`src/rtl/stream_traffic_generator_pkg.sv`:
```
// Shared types for the stream traffic generator.
//   data64_t : 64-bit beat-count / counter type used on the control interface.
package stream_traffic_generator_pkg;

  typedef logic [63:0] data64_t;

endpackage

```
`src/rtl/stream_traffic_generator.sv`:
```
// Programmable AXI-Stream-style beat source.
// A start pulse in idle latches a beat count, burst/gap throttle and a data seed, then
// emits num_beats beats (data = seed + beat index, last on the final beat), inserting
// idle_len empty cycles after every burst_len beats except after the final beat.
// Ports:
//   clk, rst          : clock, synchronous active-high reset
//   start             : run request, only honoured while idle
//   num_beats         : beats to send (0 completes immediately)
//   burst_len/idle_len: burst size and gap length; either at 0 disables gaps
//   seed              : data value of the first beat
//   m_valid/m_ready   : stream handshake; m_data/m_last are the beat payload
//   busy, done        : run in progress / one-cycle completion pulse
//   beats_sent        : handshakes in the current or last run
//   stall_cycles      : cycles with m_valid && !m_ready in the current or last run
module stream_traffic_generator
  import stream_traffic_generator_pkg::*;
#(
  parameter int unsigned DATA_WIDTH = 64
) (
  input  logic                  clk,
  input  logic                  rst,
  input  logic                  start,
  input  data64_t               num_beats,
  input  logic [31:0]           burst_len,
  input  logic [31:0]           idle_len,
  input  logic [DATA_WIDTH-1:0] seed,
  output logic                  m_valid,
  input  logic                  m_ready,
  output logic [DATA_WIDTH-1:0] m_data,
  output logic                  m_last,
  output logic                  busy,
  output logic                  done,
  output logic [63:0]           beats_sent,
  output logic [63:0]           stall_cycles
);

  typedef enum logic [1:0] {StIdle, StSend, StGap} state_e;

  state_e                state_q, state_d;
  data64_t               cfg_num_q, cfg_num_d;
  logic [31:0]           cfg_burst_q, cfg_burst_d;
  logic [31:0]           cfg_idle_q, cfg_idle_d;
  data64_t               idx_q, idx_d;
  logic [31:0]           burst_cnt_q, burst_cnt_d;
  logic [31:0]           gap_cnt_q, gap_cnt_d;
  logic [DATA_WIDTH-1:0] data_q, data_d;
  logic                  last_q, last_d;
  logic                  done_q, done_d;
  logic [63:0]           beats_q, beats_d;
  logic [63:0]           stall_q, stall_d;
  logic [31:0]           burst_next;
  logic                  gaps_en;

  assign gaps_en = (cfg_burst_q != 32'd0) && (cfg_idle_q != 32'd0);

  always_comb begin
    state_d     = state_q;
    cfg_num_d   = cfg_num_q;
    cfg_burst_d = cfg_burst_q;
    cfg_idle_d  = cfg_idle_q;
    idx_d       = idx_q;
    burst_cnt_d = burst_cnt_q;
    gap_cnt_d   = gap_cnt_q;
    data_d      = data_q;
    last_d      = last_q;
    done_d      = 1'b0;
    beats_d     = beats_q;
    stall_d     = stall_q;
    burst_next  = burst_cnt_q + 32'd1;

    unique case (state_q)
      StIdle: begin
        if (start) begin
          cfg_num_d   = num_beats;
          cfg_burst_d = burst_len;
          cfg_idle_d  = idle_len;
          beats_d     = '0;
          stall_d     = '0;
          burst_cnt_d = '0;
          idx_d       = '0;
          if (num_beats != 64'd0) begin
            state_d = StSend;
            data_d  = seed;
            last_d  = (num_beats == 64'd1);
          end else begin
            done_d = 1'b1;
          end
        end
      end

      StSend: begin
        if (!m_ready) begin
          stall_d = stall_q + 64'd1;
        end else begin
          beats_d = beats_q + 64'd1;
          if (last_q) begin
            state_d = StIdle;
            done_d  = 1'b1;
            data_d  = '0;
            last_d  = 1'b0;
          end else begin
            idx_d  = idx_q + 64'd1;
            // Incrementing the held payload keeps m_data == seed + index (mod 2^W).
            data_d = data_q + DATA_WIDTH'(1);
            // The next beat is the last one when the new index equals num_beats - 1.
            last_d = ((idx_q + 64'd2) == cfg_num_q);
            if (gaps_en && (burst_next == cfg_burst_q)) begin
              state_d     = StGap;
              burst_cnt_d = '0;
              gap_cnt_d   = cfg_idle_q;
            end else begin
              burst_cnt_d = burst_next;
            end
          end
        end
      end

      StGap: begin
        // Leaving on a count of one gives exactly idle_len cycles in this state.
        if (gap_cnt_q <= 32'd1) begin
          state_d   = StSend;
          gap_cnt_d = '0;
        end else begin
          gap_cnt_d = gap_cnt_q - 32'd1;
        end
      end

      default: state_d = StIdle;
    endcase
  end

  always_ff @(posedge clk) begin
    if (rst) begin
      state_q     <= StIdle;
      cfg_num_q   <= '0;
      cfg_burst_q <= '0;
      cfg_idle_q  <= '0;
      idx_q       <= '0;
      burst_cnt_q <= '0;
      gap_cnt_q   <= '0;
      data_q      <= '0;
      last_q      <= 1'b0;
      done_q      <= 1'b0;
      beats_q     <= '0;
      stall_q     <= '0;
    end else begin
      state_q     <= state_d;
      cfg_num_q   <= cfg_num_d;
      cfg_burst_q <= cfg_burst_d;
      cfg_idle_q  <= cfg_idle_d;
      idx_q       <= idx_d;
      burst_cnt_q <= burst_cnt_d;
      gap_cnt_q   <= gap_cnt_d;
      data_q      <= data_d;
      last_q      <= last_d;
      done_q      <= done_d;
      beats_q     <= beats_d;
      stall_q     <= stall_d;
    end
  end

  assign m_valid      = (state_q == StSend);
  assign busy         = (state_q != StIdle);
  assign m_data       = data_q;
  assign m_last       = last_q;
  assign done         = done_q;
  assign beats_sent   = beats_q;
  assign stall_cycles = stall_q;

endmodule
```
`config.mk`:
```
export PLATFORM = sky130hd
export DESIGN_NAME = stream_traffic_generator
export DESIGN_NICKNAME = d
export VERILOG_FILES = /design/src/rtl/stream_traffic_generator_pkg.sv /design/src/rtl/stream_traffic_generator.sv
export SDC_FILE = /design/constraint.sdc
export NUM_CORES = 1
export LEC_CHECK = 0
export BUFFER_PORTS_ARGS = -buffer_cell sky130_fd_sc_hd__buf_4
export CORE_UTILIZATION = 48
export DETAILED_ROUTE_END_ITERATION = 6
export GPL_ROUTABILITY_DRIVEN = 0
export PLACE_DENSITY = 0.81
export SETUP_SLACK_MARGIN = 0.4
export SLEW_MARGIN = 10
export SYNTH_ARGS = -nofsm -noshare
export SYNTH_HDL_FRONTEND = slang
export SYNTH_SLANG_ARGS = --single-unit
```
`constraint.sdc`:
```
create_clock -name clk -period 3.4 [get_ports clk]
set_input_delay 0.68 -clock clk [delete_from_list [all_inputs] [get_ports clk]]
set_output_delay 0.68 -clock clk [all_outputs]
set_load 0.01 [all_outputs]
```
==> reports/qor.csv, run 1 <==
metric,value,unit
critPathKind,flip-flop to flip-flop,
die-area,51200,um^2
hold_violations,0,
layout_setup_ws,0.177,ns
clockBufferDepth,3,
layout.nets,3838,
num_rows,81,
synth-edff-count,0,
cts_tree,built,
cp.arrival,3.72,ns
initial_core_util,49.0,%
r2r_setup_slack,0.18,ns
clock-sinks,452,
wl_per_cell,18.8,um
drc_errors,0,
cp_num_buf_inv,5,
htree_num_levels,2,
synth.avg_cell_area,7.59,um^2
numCtsBuffers,49,
antenna_left,0,
num_vias,25900,
antenna_found_initial,6,
nFillCells,4111,
period_share,94.8,%
grt_pass1_wl,121,mm
tightest_slew,0.990,ns
path_clk_slew,0.06,ns
timing.rr.start,burst_cnt_q[3],
rsz0062_at_grt,true,
critPathTopFamily,buffers and inverters,
fmax,0.310,GHz
syn_to_final_growth,31.1,%
total_power,13.2,mW
p_leak,12.2,nW
worst-path-max-fanout,7,
crit_required,3.90,ns
dr.pass1.iters,7,
ys_seq_elements,452,
clock_tree.root_cell,clkbuf_16,
hold_path.class,input port to flip-flop,
slew_viol_final,0,
seq_area_frac_synth,37.5,%
wl,81.5,mm
grt_usage,29.3,%
drtIter0Drc,2513,
preCtsSetupSlack,0.0554,ns
synth_ff_type,dfxtp_1,
viasPerCell,5.97,
grt_overflow,0,
io_buffers,391,
cpPeakStageDelay,0.41,ns
synth_nets,3384,
grt_max_degree,129,
start_kind,flip-flop,
maxCapViolCount,0,
max_slew_margin,33.4,%
r2r_cells,13,
r2r-end,gap_cnt_q[18],
ios,392,
status,finished clean,
final-setup-viol-count,0,
ys_types,78,
ys_warn_count,0,
core_area,49300,um^2
hold_end,cfg_idle_q[19],
layout-drive-gt1-share,23.8,%
grt_pass1_vias,23300,
worstPathCellList,nand4_1 -> buf_6 -> nor4_2 -> buf_4 -> o2111ai_1 -> a211oi_2 -> nand4_1 -> buf_4 -> nor4_4 -> buf_6 -> buf_8 -> mux2i_2 -> o22ai_1,
setup.worst_path.end_class,flip-flop,
dp_hpwl,56.3,mm
hp-start,idle_len[19],
critPathSlowestCell,dfxtp_1,
die_y,226,um
clock_skew,0.0260,ns
hold_depth,3,
synthesis.area,24100,um^2
async_flop_share,0,%
synth_cells,3180,
peakVddDrop,385,uV
clock_latency,0.62,ns
power_per_cell_area,418,nW/um^2
die_x,226,um
setup_tns,0,ns
period_needed,3.22,ns
==> power by group <==
group          switching, mW  total (mW)  leakage [nW]  internal, mW
clock network           2.32        5.85         0.875          3.54
registers              0.232        5.70          3.69          5.47
logic                  0.941        1.67          7.60         0.724
total                   3.49        13.2          12.2          9.73
==> area by class of cell <==
cell class | count | area, um^2 | area share [%]
clock buffers | 63 | 1410 | 4.45
flip-flops and latches | 452 | 9120 | 28.8
well taps | 664 | 831 | 2.62
multi-input cells | 2503 | 15100 | 47.6
inverters | 36 | 135 | 0.427
diodes | 6 | 15.0 | 0.0474
clock inverters | 25 | 363 | 1.15
repair buffers | 592 | 4710 | 14.9
==> worst max path at each step <==
stage | to | cells after the start | from
4_1_cts | burst_cnt_q[17] | 11 | burst_cnt_q[8]
3_3_place_gp | gap_cnt_q[8] | 9 | burst_cnt_q[2]
6_report | gap_cnt_q[18] | 13 | burst_cnt_q[3]
3_5_place_dp | gap_cnt_q[15] | 9 | burst_cnt_q[2]
5_1_grt | burst_cnt_q[17] | 12 | burst_cnt_q[0]
2_1_floorplan | gap_cnt_q[10] | 12 | burst_cnt_q[10]
==> timing repair <==
action / 4_1_cts / 5_1_grt
hold buffers: 0 / 0
resized for setup: 55 / 166
pin swaps: 21 / 78
buffers inserted: 19 / 36
cloned: 3 / 6
endpoints found under the setup margin: 69 / 99
==> through the flow <==
step	hold slack (ns)	instance area [um^2]	std cells	utilization (%)
after detailed placement	0.460	28500	4183	57.8
after global placement	0.456	28500	4183	57.8
final	0.309	31700	4341	64.3
after global routing	0.305	31700	4341	64.3
after floorplan	0.445	24300	3180	-
after CTS	0.289	30600	4293	62.2
==> worst min-delay path, stage by stage <==
cell,delay (ns)
buf_4,0.11
nand2_1,0.04
a21oi_1,0.05
==> flip-flops by register name (all words and copies together) (netlist names) <==
signal and flops:
cfg_burst_q 32, idx_q 64, cfg_idle_q 32, m_last 1, burst_cnt_q 32, beats_sent 64, done 1, stall_cycles 64
m_data 64, cfg_num_q 64, gap_cnt_q 32, state_q 2
==> synthesized netlist by cell type (all sizes together) (19+ instances only) <==
master / number / area share [%]
nand2: 556 / 8.6
dfxtp: 452 / 37
nor2: 330 / 5.1
a21oi: 261 / 5.4
xor2: 167 / 6.1
clkbuf: 160 / 2.5
xnor2: 141 / 5.1
o21ai: 132 / 2.7
nand3: 129 / 2.7
nor3: 105 / 2.2
nand4: 100 / 2.7
nor4: 85 / 2.5
or3: 57 / 1.5
a31oi: 48 / 1.2
and3: 47 / 1.2
inv: 36 / 0.56
buf: 31 / 0.70
and4: 26 / 0.94
a211oi: 24 / 0.77
and2: 24 / 0.62
mux2i: 19 / 0.79
or4: 19 / 0.61
==> layout by cell type (no fill, tap or decap), types with 36 or more instances in the layout <==
cell type,Yosys,routed
a21oi_1,261,251
nand2_1,556,550
inv_1,36,36
nor3_1,105,91
nor4_1,79,59
nand4_1,98,98
xnor2_1,141,137
nand3_1,128,119
and3_1,47,47
o21ai_0,132,111
dfxtp_1,452,416
buf_4,7,558
clkbuf_16,0,53
xor2_1,167,167
a31oi_1,48,45
nor2_1,330,318
or3_1,57,53
==> logic make-up (layout without fill, tap and decap cells) <==
| group | after synthesis | after routing | synth area share [%] |
|---|---|---|---|
| mux | 21 | 21 | 0.881 |
| xor+xnor | 309 | 309 | 11.3 |
| fa+ha+maj | 8 | 8 | 0.415 |
| other cells | 0 | 6 | 0 |
| simple gates | 1547 | 1549 | 30.8 |
| flops | 452 | 452 | 37.5 |
| buf+inv | 227 | 716 | 3.76 |
| compound gates | 616 | 616 | 15.4 |
==> layer usage <==
| metal | GRT usage [%] | part of all wire, % | vias up |
|---|---|---|---|
| li1 | - | - | 12200 |
| met1 | 37.6 | 40 | 12100 |
| met2 | 46.6 | 46 | 1283 |
| met3 | 5.01 | 8.4 | 352 |
| met4 | 16.0 | 5.7 | 0 |
| met5 | 0 | 0 | - |
(Power assumes the default switching activity.)
==> inputs of run 2 (changes only) <==
--- a/config.mk
+++ b/config.mk
@@ -6,10 +6,10 @@
 export NUM_CORES = 1
 export LEC_CHECK = 0
 export BUFFER_PORTS_ARGS = -buffer_cell sky130_fd_sc_hd__buf_4
-export CORE_UTILIZATION = 48
+export CORE_UTILIZATION = 28
 export DETAILED_ROUTE_END_ITERATION = 6
 export GPL_ROUTABILITY_DRIVEN = 0
-export PLACE_DENSITY = 0.81
+export PLACE_DENSITY = 0.56
 export SETUP_SLACK_MARGIN = 0.4
 export SLEW_MARGIN = 10
 export SYNTH_ARGS = -nofsm -noshare
==> run 2 against run 1 <==
  * Critical path depth is 4 higher
  * Sequential power hardly changed
  * Utilization is 25 points lower
  * Worst hold slack worse by 0.015 ns
  * Critical endpoint is now burst_cnt_q[17]
  * Largest power group unchanged
==> reports/qor.csv, run 2 (synthesis results as in run 1) <==
metric,value,unit,change
hold_end,cfg_burst_q[0],,
final_cell_count_no_fill,4905,,+13%
r2r-end,burst_cnt_q[17],,
worst-path-max-fanout,6,,-1
dp_hpwl,66.6,mm,+18%
syn_to_final_growth,36.9,%,
grt_overflow,0,,unchanged
clock_tree.root_cell,clkbuf_16,,
clockBufferDepth,3,,unchanged
drc_errors,0,,unchanged
clock_skew,0.0243,ns,-0.00168 ns
p_leak,12.6,nW,+3.8%
nFillCells,8850,,+120%
grt_max_degree,117,,-9.3%
power_per_cell_area,409,nW/um^2,-2.0%
status,finished clean,,
htree_num_levels,2,,unchanged
placed_cells_incl_taps,4734,,+13%
whs,0.294,ns,-0.0151 ns
grtUsageMet3,3.65,%,-1.4 points
timing.rr.start,burst_cnt_q[1],,
grt.met1_usage,27.0,%,-11 points
grt_busiest_layer,met2,,
clock-sinks,452,,unchanged
total_power,13.5,mW,+2.3%
grt_pass1_wl,139,mm,+14%
slew_viol_final,0,,unchanged
wl,92.2,mm,+13%
period_share,92.8,%,-2.0 points
die-area,87400,um^2,+71%
io_buffers,391,,unchanged
path_clk_slew,0.06,ns,about the same
preCtsSetupSlack,0.0856,ns,+0.0302 ns
tightest_slew,0.855,ns,-0.135 ns
num_vias,25400,,-1.8%
register_area,9100,um^2,-0.21%
antenna_found_initial,7,,+1
hold_path.class,input port to flip-flop,,
clock_latency,0.63,ns,about the same
setup.worst_path.end_class,flip-flop,,
crit_required,3.93,ns,+0.03 ns
layout-drive-gt1-share,25.3,%,+1.5 points
final_cell_mix,"buf_4 (613), nand2_1 (549), dfxtp_1 (429)",,
ios,392,,unchanged
layout.nets,3917,,+2.1%
critPathKind,flip-flop to flip-flop,,
peakVddDrop,361,uV,-6.2%
final-setup-viol-count,0,,unchanged
drtIter0Drc,1785,,-29%
num_rows,107,,+32%
hp-start,burst_len[0],,
start_kind,flip-flop,,
layout_commonest_cell,buf_4,,
layout_setup_ws,0.246,ns,+0.0688 ns
setup_tns,0,ns,unchanged
wl_per_cell,18.8,um,about the same
cp.arrival,3.69,ns,-0.03 ns
fmax,0.317,GHz,+2.2%
numCtsBuffers,55,,+12%
dr.pass1.iters,7,,unchanged
multi_input_area,15100,um^2,+0.20%
initial_core_util,28.3,%,-21 points
cts-hold-fix-buffers,0,,unchanged
core_area,85300,um^2,+73%
max_slew_margin,42.9,%,+9.5 points
viasPerCell,5.19,,-13%
period_needed,3.15,ns,-0.0688 ns
grt_usage,20.0,%,-9.3 points
hold_violations,0,,unchanged
rsz0062_at_grt,true,,
antenna_left,0,,unchanged
grt_pass1_vias,23500,,+0.80%
maxCapViolCount,0,,unchanged
r2r_setup_slack,0.25,ns,+0.07 ns
die_x,296,um,+31%
die_y,296,um,+31%
use_met2,31.7,%,-15 points
r2r_cells,17,,+4
cts_tree,built,,
hold_depth,3,,unchanged
-- run 2: cell types whose count changed in the layout (fill, tap and decap cells not counted), moves of 4 or more --
cell       delta
buf_4        +55
dfxtp_1      +13
dfxtp_2      -12
buf_6        +11
clkbuf_1     +10
buf_12        +8
clkbuf_8      +7
bufinv_16     -5
nor2_1        -5
a211oi_1      -4
a211oi_2      +4
nor2_2        +4
nor4_2        -4
-- run 2: worst max path at each step --
stage                          startpoint         endpoint  cells after the start
final                      burst_cnt_q[1]  burst_cnt_q[17]                     17
after global routing       burst_cnt_q[1]  burst_cnt_q[13]                     17
after CTS                  burst_cnt_q[5]  burst_cnt_q[27]                     12
after detailed placement   burst_cnt_q[0]    gap_cnt_q[10]                     13
after global placement      num_beats[13]           m_last                     11
after floorplan           burst_cnt_q[10]    gap_cnt_q[10]                     12
-- run 2: worst max-delay path, stage by stage, from the launching register on --
cell and delay, ns:
dfxtp_4 0.38, ha_4 0.14, nand4_1 0.17, buf_6 0.19
buf_12 0.13, buf_4 0.13, nor2_2 0.13, buf_4 0.17
nor4b_2 0.28, a211oi_2 0.08, nand4_1 0.20, nor2_2 0.09
a211oi_4 0.31, buf_6 0.17, buf_12 0.10, buf_16 0.11
a21bo_2 0.21, o21ai_0 0.07
-- run 2: area by class of cell --
type                            instances  share of cell area (%)
Timing Repair Buffer                  666                    16.4
Inverter                               36                   0.409
Clock inverter                         18                   0.636
Multi-Input combinational cell       2502                    45.7
Antenna cell                            3                  0.0227
Tap cell                             1144                    4.33
Sequential cell                       452                    27.5
Clock buffer                           84                    5.01
-- run 2: metal layers --
| metal | vias to the layer above | part of all wire, % |
|---|---|---|
| li1 | 12400 | - |
| met1 | 12000 | 44 |
| met2 | 904 | 46 |
| met3 | 205 | 6.9 |
| met4 | 6 | 3.6 |
| met5 | - | 0.037 |
-- run 2: repair_timing --
item                                    in CTS  in global routing
endpoints found under the setup margin      77                 97
buffers inserted                            28                 33
hold endpoints to repair                     0                  0
pin swaps                                   32                 74
cloned                                       4                  1
gates resized for setup                     82                144
-- run 2: through the flow --
step | util [%] | area, um^2
floorplan | - | 24300
global placement | 34.8 | 29700
detailed placement | 34.8 | 29700
CTS | 37.7 | 32200
global route | 38.8 | 33100
finish | 38.8 | 33100
-- run 2: power by group --
group	switching, mW	internal (mW)	total (mW)	leakage, nW
Combinational	0.997	0.758	1.76	8.03
Clock	2.49	3.58	6.06	0.919
Sequential	0.237	5.47	5.71	3.69
